### src/rtl/bcd_convert_seq.sv
// Sequential binary-to-BCD converter (double dabble, one input bit per clock) with valid/ready on both sides.
// Optional leading-zero blanking output digit_en is compiled in with `define BCD_BLANK_EN.
module bcd_convert_seq #(
  parameter int BIN_WIDTH  = 32,
  parameter int NUM_DIGITS = 8
) (
  input  logic                    clk,
  input  logic                    rst,
  input  logic                    in_valid,
  output logic                    in_ready,
  input  logic [BIN_WIDTH-1:0]    bin_in,
  output logic                    out_valid,
  input  logic                    out_ready,
  output logic [NUM_DIGITS*4-1:0] bcd_out,
  output logic                    overflow
`ifdef BCD_BLANK_EN
  ,
  output logic [NUM_DIGITS-1:0]   digit_en
`endif
);

  localparam int BCD_W = NUM_DIGITS * 4;
  localparam int CNT_W = $clog2(BIN_WIDTH + 1);
  // Wide enough accumulators can never carry out of the top digit.
  localparam bit OVF_POSSIBLE = (BCD_W < BIN_WIDTH + (BIN_WIDTH + 2) / 3);

  // Handshake: a transfer happens on a rising clk edge where valid && ready;
  // valid, data and overflow stay stable until that edge.
  typedef enum logic [1:0] {IDLE, SHIFT, DONE} state_e;

  state_e                state_q;
  logic [BIN_WIDTH-1:0]  bin_sr_q;
  logic [BCD_W-1:0]      bcd_acc_q;
  logic                  ovf_acc_q;
  logic [CNT_W-1:0]      cnt_q;
  logic                  in_ready_q;
  logic                  out_valid_q;
  logic [BCD_W-1:0]      bcd_out_q;
  logic                  overflow_q;

  logic [BCD_W-1:0]      bcd_adj;
  logic [BCD_W-1:0]      bcd_shift_d;
  logic [BIN_WIDTH-1:0]  bin_shift_d;
  logic                  ovf_d;

  always_comb begin
    bcd_adj = '0;
    for (int i = 0; i < NUM_DIGITS; i++) begin
      if (bcd_acc_q[i*4 +: 4] > 4'd4) bcd_adj[i*4 +: 4] = bcd_acc_q[i*4 +: 4] + 4'd3;
      else                            bcd_adj[i*4 +: 4] = bcd_acc_q[i*4 +: 4];
    end
    {bcd_shift_d, bin_shift_d} = {bcd_adj[BCD_W-2:0], bin_sr_q, 1'b0};
    ovf_d = OVF_POSSIBLE ? (ovf_acc_q | bcd_adj[BCD_W-1]) : 1'b0;
  end

`ifdef BCD_BLANK_EN
  logic [NUM_DIGITS-1:0] digit_en_q;
  logic [NUM_DIGITS-1:0] en_d;
  logic                  seen;

  // A digit is shown when it or any more significant digit is non-zero.
  always_comb begin
    en_d = '0;
    seen = 1'b0;
    for (int i = NUM_DIGITS - 1; i >= 0; i--) begin
      seen    = seen | (|bcd_shift_d[i*4 +: 4]);
      en_d[i] = seen | ovf_d | (i == 0);
    end
  end

  assign digit_en = digit_en_q;
`endif

  always_ff @(posedge clk or posedge rst) begin
    if (rst) begin
      state_q     <= IDLE;
      bin_sr_q    <= '0;
      bcd_acc_q   <= '0;
      ovf_acc_q   <= 1'b0;
      cnt_q       <= '0;
      in_ready_q  <= 1'b1;
      out_valid_q <= 1'b0;
      bcd_out_q   <= '0;
      overflow_q  <= 1'b0;
`ifdef BCD_BLANK_EN
      digit_en_q  <= '1;
`endif
    end else begin
      case (state_q)
        IDLE: begin
          if (in_valid && in_ready_q) begin
            bin_sr_q   <= bin_in;
            bcd_acc_q  <= '0;
            ovf_acc_q  <= 1'b0;
            cnt_q      <= CNT_W'(BIN_WIDTH);
            in_ready_q <= 1'b0;
            state_q    <= SHIFT;
          end
        end
        SHIFT: begin
          bin_sr_q  <= bin_shift_d;
          bcd_acc_q <= bcd_shift_d;
          ovf_acc_q <= ovf_d;
          cnt_q     <= cnt_q - 1'b1;
          if (cnt_q == CNT_W'(1)) begin
            bcd_out_q   <= bcd_shift_d;
            overflow_q  <= ovf_d;
`ifdef BCD_BLANK_EN
            digit_en_q  <= en_d;
`endif
            out_valid_q <= 1'b1;
            state_q     <= DONE;
          end
        end
        DONE: begin
          if (out_valid_q && out_ready) begin
            out_valid_q <= 1'b0;
            in_ready_q  <= 1'b1;
            state_q     <= IDLE;
          end
        end
        default: begin
          state_q <= IDLE;
        end
      endcase
    end
  end

  assign in_ready  = in_ready_q;
  assign out_valid = out_valid_q;
  assign bcd_out   = bcd_out_q;
  assign overflow  = overflow_q;

endmodule

### config.mk
export PLATFORM = sky130hd
export DESIGN_NAME = bcd_convert_seq
export DESIGN_NICKNAME = d
export VERILOG_FILES = /design/src/rtl/bcd_convert_seq.sv
export SDC_FILE = /design/constraint.sdc
export NUM_CORES = 1
export LEC_CHECK = 0
export ABC_CLOCK_PERIOD_IN_PS = 6900
export CORE_AREA = 2 2 107 109
export CTS_CLUSTER_SIZE = 12
export DETAILED_ROUTE_END_ITERATION = 10
export DIE_AREA = 0 0 109 111
export GPL_TIMING_DRIVEN = 0
export PLACE_DENSITY_LB_ADDON = 0.3
export SLEW_MARGIN = 0
export SYNTH_ARGS = -nofsm -noshare
export SYNTH_HDL_FRONTEND = slang
export SYNTH_SLANG_ARGS = --single-unit
### constraint.sdc
create_clock -name clk -period 6.9 [get_ports clk]
set_input_delay 1.38 -clock clk [delete_from_list [all_inputs] [get_ports clk]]
set_output_delay 1.38 -clock clk [all_outputs]
set_load 0.01 [all_outputs]
==> flow_metrics.py, run 1 <==
metrics = {
    "placed_design": {
        "numPlacedInstances": 655,
        "dpl_worst_slack_ns": 3.85,
        "place.gp.congestion": 0.842,
        "placed_area_sq_um": 5970,
        "place.port_buffers": 70,
        "post-dp-hpwl_microns": 7360,
    },
    "detailed_routing": {
        "firstDrtPassIters": 4,
        "initialDrtViolationCount": 175,
        "via_count": 3632,
        "avgViaCountPerCell": 5.41,
        "drtAntennaViolNets": 0,
        "detail_route.wirelength_microns": 10400,
        "drc": 0,
        "wl_per_cell_microns": 15.6,
    },
    "finish": {
        "fillCellCount": 963,
        "nets": 577,
        "antenna_cells": 0,
        "instances_no_fill": 671,
        "layout-drive-gt1-share_pct": 7.58,
        "synthToLayoutAreaGrowth_pct": 24.3,
        "final_cell_area_sq_um": 6290,
    },
    "synthesis": {
        "syn_nets": 495,
        "post_synth.cell_area_avg_sq_um": 11.5,
        "synth_seq_cells": 108,
        "synth.distinct_cells": 36,
        "ys.flop_type": "sky130_fd_sc_hd__dfrtp_1",
        "number_of_enable_type_register_cells_in_the_synthesized_netlist": 0,
        "syn-instance-count": 441,
        "synth-async-reset-ratio_pct": 100,
        "portion_of_the_post_synthesis_area_used_by_sequential_elements_pct": 53.4,
        "netlist_area_sq_um": 5060,
        "synth.yosys.warnings": 0,
    },
    "die": {
        "chipWidth_microns": 109,
        "top_level_ports": 71,
        "std_cell_rows": 39,
        "die-height_microns": 111,
        "dieArea_sq_um": 12100,
        "core-area_sq_um": 11100,
        "initial_core_util_pct": 45.7,
    },
    "sta": {
        "timing.setup.tns_ns": 0,
        "slew_headroom_pct": 58.4,
        "hold-worst-slack_ns": 0.484,
        "tightest_slew_ns": 0.624,
        "max_clock_freq_mhz": 356,
        "worst_clock_skew_ns": 0.00744,
        "timing.final.crit_share_pct": 40.7,
        "finalSetupViolCount": 0,
        "grt_setup_unrepaired": "false",
        "final_max_tran_viols": 0,
        "timing_hold_violations_final": 0,
        "period_needed_ns": 2.81,
        "setup_slack_ns": 4.09,
    },
    "power": {
        "power_leakage_uw": 0.00302,
        "vdd_drop_max_mv": 0.104,
        "power_density_nw_per_um2": 195,
    },
    "critical_path": {
        "critical_path_buf_inv_count": 1,
        "worst-endpoint-required_ns": 5.52,
        "critPathMaxStageDelay_ns": 0.55,
        "crit_type": "reg2out",
        "crit_fanout": 4,
        "cp_top_family": "flip-flops",
        "data_arrival_time_of_the_critical_path_ns": 1.43,
        "critPathSlowestCell": "sky130_fd_sc_hd__dfstp_2",
        "startpoint_type": "register",
        "crit_chain": "clkdlybuf4s50_1",
        "setup.worst_path.end_class": "primary output",
    },
    "clock_tree": {
        "cts_post_setup_buffers_inserted": 0,
        "tritoncts.num_buffers": 9,
        "cts_max_level": 3,
        "clock_tree.buffer_depth": 2,
        "clock_sinks": 108,
        "tritoncts": "yes",
        "cts.root.buffer_cell": "sky130_fd_sc_hd__clkbuf_16",
        "clkTransAtPathRegs_ns": 0.07,
        "cts-hold-fix-buffers": 0,
        "worstSkewPairLatency_ns": 0.34,
        "post_cts_resize_count": 0,
    },
    "grt": {
        "global_route.usage.total_pct": 18.7,
        "antenna_violations_before_repair": 0,
        "grt_pass1_wl_microns": 18000,
        "pin_count_of_the_biggest_net_entering_global_routing": 61,
        "first_global_vias": 3728,
        "grt_remaining_overflow": 0,
    },
    "worst_hold_path": {
        "hp-class": "reg2reg",
    },
    "flow_run": {
        "max-cap-violations": 0,
    },
    "outcome": {
        "result_of_the_run": "finished, final reports clean",
    },
}
-- cell usage in the layout (no fill, tap or decap), drive strengths merged, types with 2 or more instances in the layout --
cell type      instances
a221o                 31
a21oi                 18
nand3                  3
mux2                  25
clkdlybuf4s50         70
nor3                   9
clkbuf                15
buf                   21
nand2b                 8
nand2                 25
bufinv                 2
and2                  31
xnor2                  9
mux2i                  8
inv                   28
ha                    18
o21ai                 45
nor2b                  8
nor2                   7
dfrtp                107
a22o                  27
-- where the power goes --
part	leakage [uW]	switching, uW	internal [uW]	total [uW]
registers	0.00144	0	633	633
clock network	0.000153	230	328	558
logic	0.00143	15.9	19.0	34.8
-- tightest hold or removal path: stages, from the launching register on --
cell                      delay [ns]
sky130_fd_sc_hd__dfrtp_1        0.35
sky130_fd_sc_hd__nand2_1        0.05
sky130_fd_sc_hd__o21ai_0        0.06
-- synth_stat cells, types with 2 or more instances --
master                     number  area [sq um]
sky130_fd_sc_hd__clkbuf_1       3          11.3
sky130_fd_sc_hd__nor2_1         6          22.5
sky130_fd_sc_hd__nor3_1         9          45.0
sky130_fd_sc_hd__xnor2_1        9          78.8
sky130_fd_sc_hd__dfrtp_1      107          2680
sky130_fd_sc_hd__buf_4          2          15.0
sky130_fd_sc_hd__o21ai_0       45           225
sky130_fd_sc_hd__mux2_1        24           270
sky130_fd_sc_hd__a221o_1       31           310
sky130_fd_sc_hd__buf_2         12          60.1
sky130_fd_sc_hd__buf_6          5          56.3
sky130_fd_sc_hd__nor2b_1        8          50.1
sky130_fd_sc_hd__nand2b_1       8          50.1
sky130_fd_sc_hd__nand3_1        2          10.0
sky130_fd_sc_hd__nand2_1       25          93.8
sky130_fd_sc_hd__inv_1         28           105
sky130_fd_sc_hd__a22o_1        27           236
sky130_fd_sc_hd__and2_1        31           194
sky130_fd_sc_hd__ha_1          18           225
sky130_fd_sc_hd__a21oi_1       18          90.1
sky130_fd_sc_hd__mux2i_1        8          80.1
-- metal layers --
| metal | track usage [%] | share of wire (%) | vias up |
|---|---|---|---|
| met4 | 4.70 | 1.1 | 0 |
| li1 | - | - | 1736 |
| met1 | 25.6 | 45 | 1804 |
| met5 | 0 | 0 | - |
| met3 | 3.94 | 4.6 | 13 |
| met2 | 30.2 | 49 | 79 |
-- area by class of cell --
cell class | instances | area, sq um | area share [%]
well taps | 143 | 179 | 2.85
flip-flops and latches | 108 | 2700 | 43.0
clock buffers | 12 | 246 | 3.92
clock inverters | 4 | 72.6 | 1.15
plain buffers | 23 | 146 | 2.33
repair buffers | 71 | 728 | 11.6
multi-input cells | 282 | 2100 | 33.5
inverters | 28 | 108 | 1.71
-- flip-flops by register name (all words and copies together), names as in the netlist --
signal     cells
bcd_acc_q     32
cnt_q          6
state_q        2
bcd_out       32
ovf_acc_q      1
in_ready       1
out_valid      1
overflow       1
bin_sr_q      32
-- logic make-up (layout without fill, tap and decap cells) --
kind of cell               Yosys count  after routing  synth area share, %
AOI/OAI and AO/OA                  127            127                 18.0
DFF                                108            108                 53.4
and+or+nand+nor                     95             95                 10.5
buffers and inverters               51            138                 4.97
muxes                               33             33                 7.15
adders and majority gates           18             18                 4.45
xor gates and xnor gates             9              9                 1.56
-- through the flow --
step	utilization, %	power [uW]
5_1_grt	56.8	1260
2_1_floorplan	-	654
6_report	56.8	1230
3_3_place_gp	53.6	679
4_1_cts	56.8	1230
3_5_place_dp	53.9	681
-- final timing paths --
| check | end | startpoint | slack [ns] | cells after the start |
|---|---|---|---|---|
| worst max-delay path | in_ready | in_ready | 4.09 | 1 |
| worst min-delay path | bcd_out[8] | bcd_out[8] | 0.48 | 2 |
| worst max register to register | bcd_out[4] | cnt_q[1] | 5.15 | 7 |
| worst min register to register | bcd_out[8] | bcd_out[8] | 0.48 | 2 |
| max in group asynchronous | state_q[0] | rst | 4.72 | 3 |
| min in group asynchronous | bin_sr_q[4] | rst | 1.48 | 2 |
Power figures use the tool's default switching activity.
==> inputs of run 2 (changes only) <==
- ABC_CLOCK_PERIOD_IN_PS: 6900 -> 2900
- clock period: 6.9 -> 2.9 ns (I/O delays scaled with it)
==> flow_metrics.py, run 2 (synthesized netlist as in run 1, its figures left out) <==
metrics = {
    "placed_design": {
        "place.port_buffers": 70,
        "dpl_worst_slack_ns": 0.620,
        "place.gp.congestion": 0.857,
        "post-dp-hpwl_microns": 7510,
    },
    "clock_tree": {
        "worstSkewPairLatency_ns": 0.35,
        "cts-hold-fix-buffers": 0,
        "tritoncts": "yes",
        "post_cts_resize_count": 0,
        "tritoncts.num_buffers": 9,
        "clkTransAtPathRegs_ns": 0.07,
        "cts.root.buffer_cell": "sky130_fd_sc_hd__clkbuf_16",
        "cts_post_setup_buffers_inserted": 0,
        "clock_tree.buffer_depth": 2,
        "cts_max_level": 3,
        "clock_sinks": 108,
    },
    "worst_hold_path": {
        "hp-start": "bcd_out[12]",
        "worstHoldEndpoint": "bcd_out[12]",
        "whs_path_depth": 2,
        "hp-class": "reg2reg",
    },
    "detailed_routing": {
        "drc": 0,
        "initialDrtViolationCount": 233,
        "drtAntennaViolNets": 0,
        "via_count": 3651,
        "detail_route.wirelength_microns": 10400,
        "avgViaCountPerCell": 5.43,
        "wl_per_cell_microns": 15.5,
        "firstDrtPassIters": 4,
    },
    "critical_path": {
        "data_arrival_time_of_the_critical_path_ns": 1.43,
        "crit_fanout": 4,
        "worst-endpoint-required_ns": 2.32,
        "rr_worst_depth": 6,
        "critical_path.reg2reg.startpoint": "cnt_q[1]",
        "critical_path_buf_inv_count": 1,
        "critPathSlowestCell": "sky130_fd_sc_hd__dfstp_2",
        "setup.worst_path.end_class": "primary output",
        "cp_top_family": "flip-flops",
        "crit_chain": "clkdlybuf4s50_1",
        "reg2reg_setup_slack_ns": 1.15,
        "startpoint_type": "register",
        "worstReg2RegEnd": "bcd_out[30]",
        "critPathMaxStageDelay_ns": 0.55,
        "crit_type": "reg2out",
    },
    "sta": {
        "final_max_tran_viols": 0,
        "period_needed_ns": 2.01,
        "slew_headroom_pct": 63.1,
        "grt_setup_unrepaired": "false",
        "hold-worst-slack_ns": 0.481,
        "timing.final.crit_share_pct": 69.2,
        "setup_slack_ns": 0.892,
        "finalSetupViolCount": 0,
        "timing_hold_violations_final": 0,
        "max_clock_freq_mhz": 498,
        "worst_clock_skew_ns": 0.00567,
        "tightest_slew_ns": 0.553,
    },
    "die": {
        "core-area_sq_um": 11100,
        "die-height_microns": 111,
        "top_level_ports": 71,
        "initial_core_util_pct": 45.7,
        "std_cell_rows": 39,
        "chipWidth_microns": 109,
        "dieArea_sq_um": 12100,
    },
    "power": {
        "switching_power_uw": 580,
        "power_leakage_uw": 0.00302,
        "vdd_drop_max_mv": 0.250,
        "power.share.combinational_pct": 3.2,
        "power_report.internal_total_uw": 2220,
        "clkPwrFrac_pct": 43.1,
        "power_density_nw_per_um2": 445,
        "switching_part_of_the_total_power_pct": 20.7,
        "seq_power_share_pct": 53.7,
    },
    "grt": {
        "pin_count_of_the_biggest_net_entering_global_routing": 37,
        "antenna_violations_before_repair": 0,
        "grt_pass1_wl_microns": 17600,
        "grt_remaining_overflow": 0,
        "global_route.usage.total_pct": 18.6,
        "first_global_vias": 3695,
    },
    "flow_run": {
        "max-cap-violations": 0,
    },
    "finish": {
        "nets": 579,
        "layout-drive-gt1-share_pct": 7.75,
        "finalCoreUtilization_pct": 56.8,
        "fillCellCount": 939,
        "synthToLayoutAreaGrowth_pct": 24.3,
        "antenna_cells": 0,
        "layout.cells.most_common_list": "sky130_fd_sc_hd__dfrtp_1, sky130_fd_sc_hd__clkdlybuf4s50_1, sky130_fd_sc_hd__o21ai_0",
        "most_common_cell_after_layout_fill_and_taps_aside": "sky130_fd_sc_hd__dfrtp_1",
    },
    "outcome": {
        "result_of_the_run": "finished, final reports clean",
    },
}
run 2: layer usage:
metal,wire (microns),track usage [%],vias up
met5,0,0,-
met4,177,8.72,0
met3,474,3.64,14
met2,5140,29.9,70
met1,4650,24.1,1822
li1,-,-,1745
run 2: worst max path at each step:
stage                         from           end  cells past startpoint
after floorplan                rst  bcd_acc_q[0]                      1
after global placement         rst   bcd_out[19]                      2
after detailed placement  in_valid   bin_sr_q[7]                      7
after CTS                 in_ready      in_ready                      1
after global routing      in_ready      in_ready                      1
final                     in_ready      in_ready                      1
run 2: area by class of cell:
type	instances	area [sq um]	share of cell area, %
buffer	23	146	2.33
inverter	28	109	1.73
sequential	108	2700	43.0
clock inverter	4	51.3	0.816
multi-input combinational	282	2100	33.5
tap	143	179	2.85
timing repair buffer	73	761	12.1
clock buffer	11	233	3.70
run 2: through the flow:
| step | setup TNS [ns] | power [uW] | cells | area, sq um |
|---|---|---|---|---|
| after floorplan | 0 | 1560 | 441 | 5060 |
| after global placement | -5.01 | 1610 | 654 | 5940 |
| after detailed placement | 0 | 1630 | 657 | 6000 |
| after CTS | 0 | 2830 | 672 | 6290 |
| after global routing | 0 | 2910 | 672 | 6290 |
| final | 0 | 2800 | 672 | 6290 |
run 2: power by group through the flow:
stage	Clock, uW	Combinational (uW)	Sequential, uW
after detailed placement	0	91.6	1530
after global routing	1310	98.2	1500
after CTS	1240	91.4	1500
final	1210	88.4	1510
after floorplan	0	22.4	1530
after global placement	0	80.0	1530
run 2: worst reg2reg max path: stages, from the launching register on:
cell,delay (ns)
sky130_fd_sc_hd__dfrtp_1,0.40
sky130_fd_sc_hd__inv_1,0.08
sky130_fd_sc_hd__ha_1,0.13
sky130_fd_sc_hd__nor3b_2,0.29
sky130_fd_sc_hd__nand3_4,0.16
sky130_fd_sc_hd__buf_2,0.24
sky130_fd_sc_hd__mux2_1,0.33
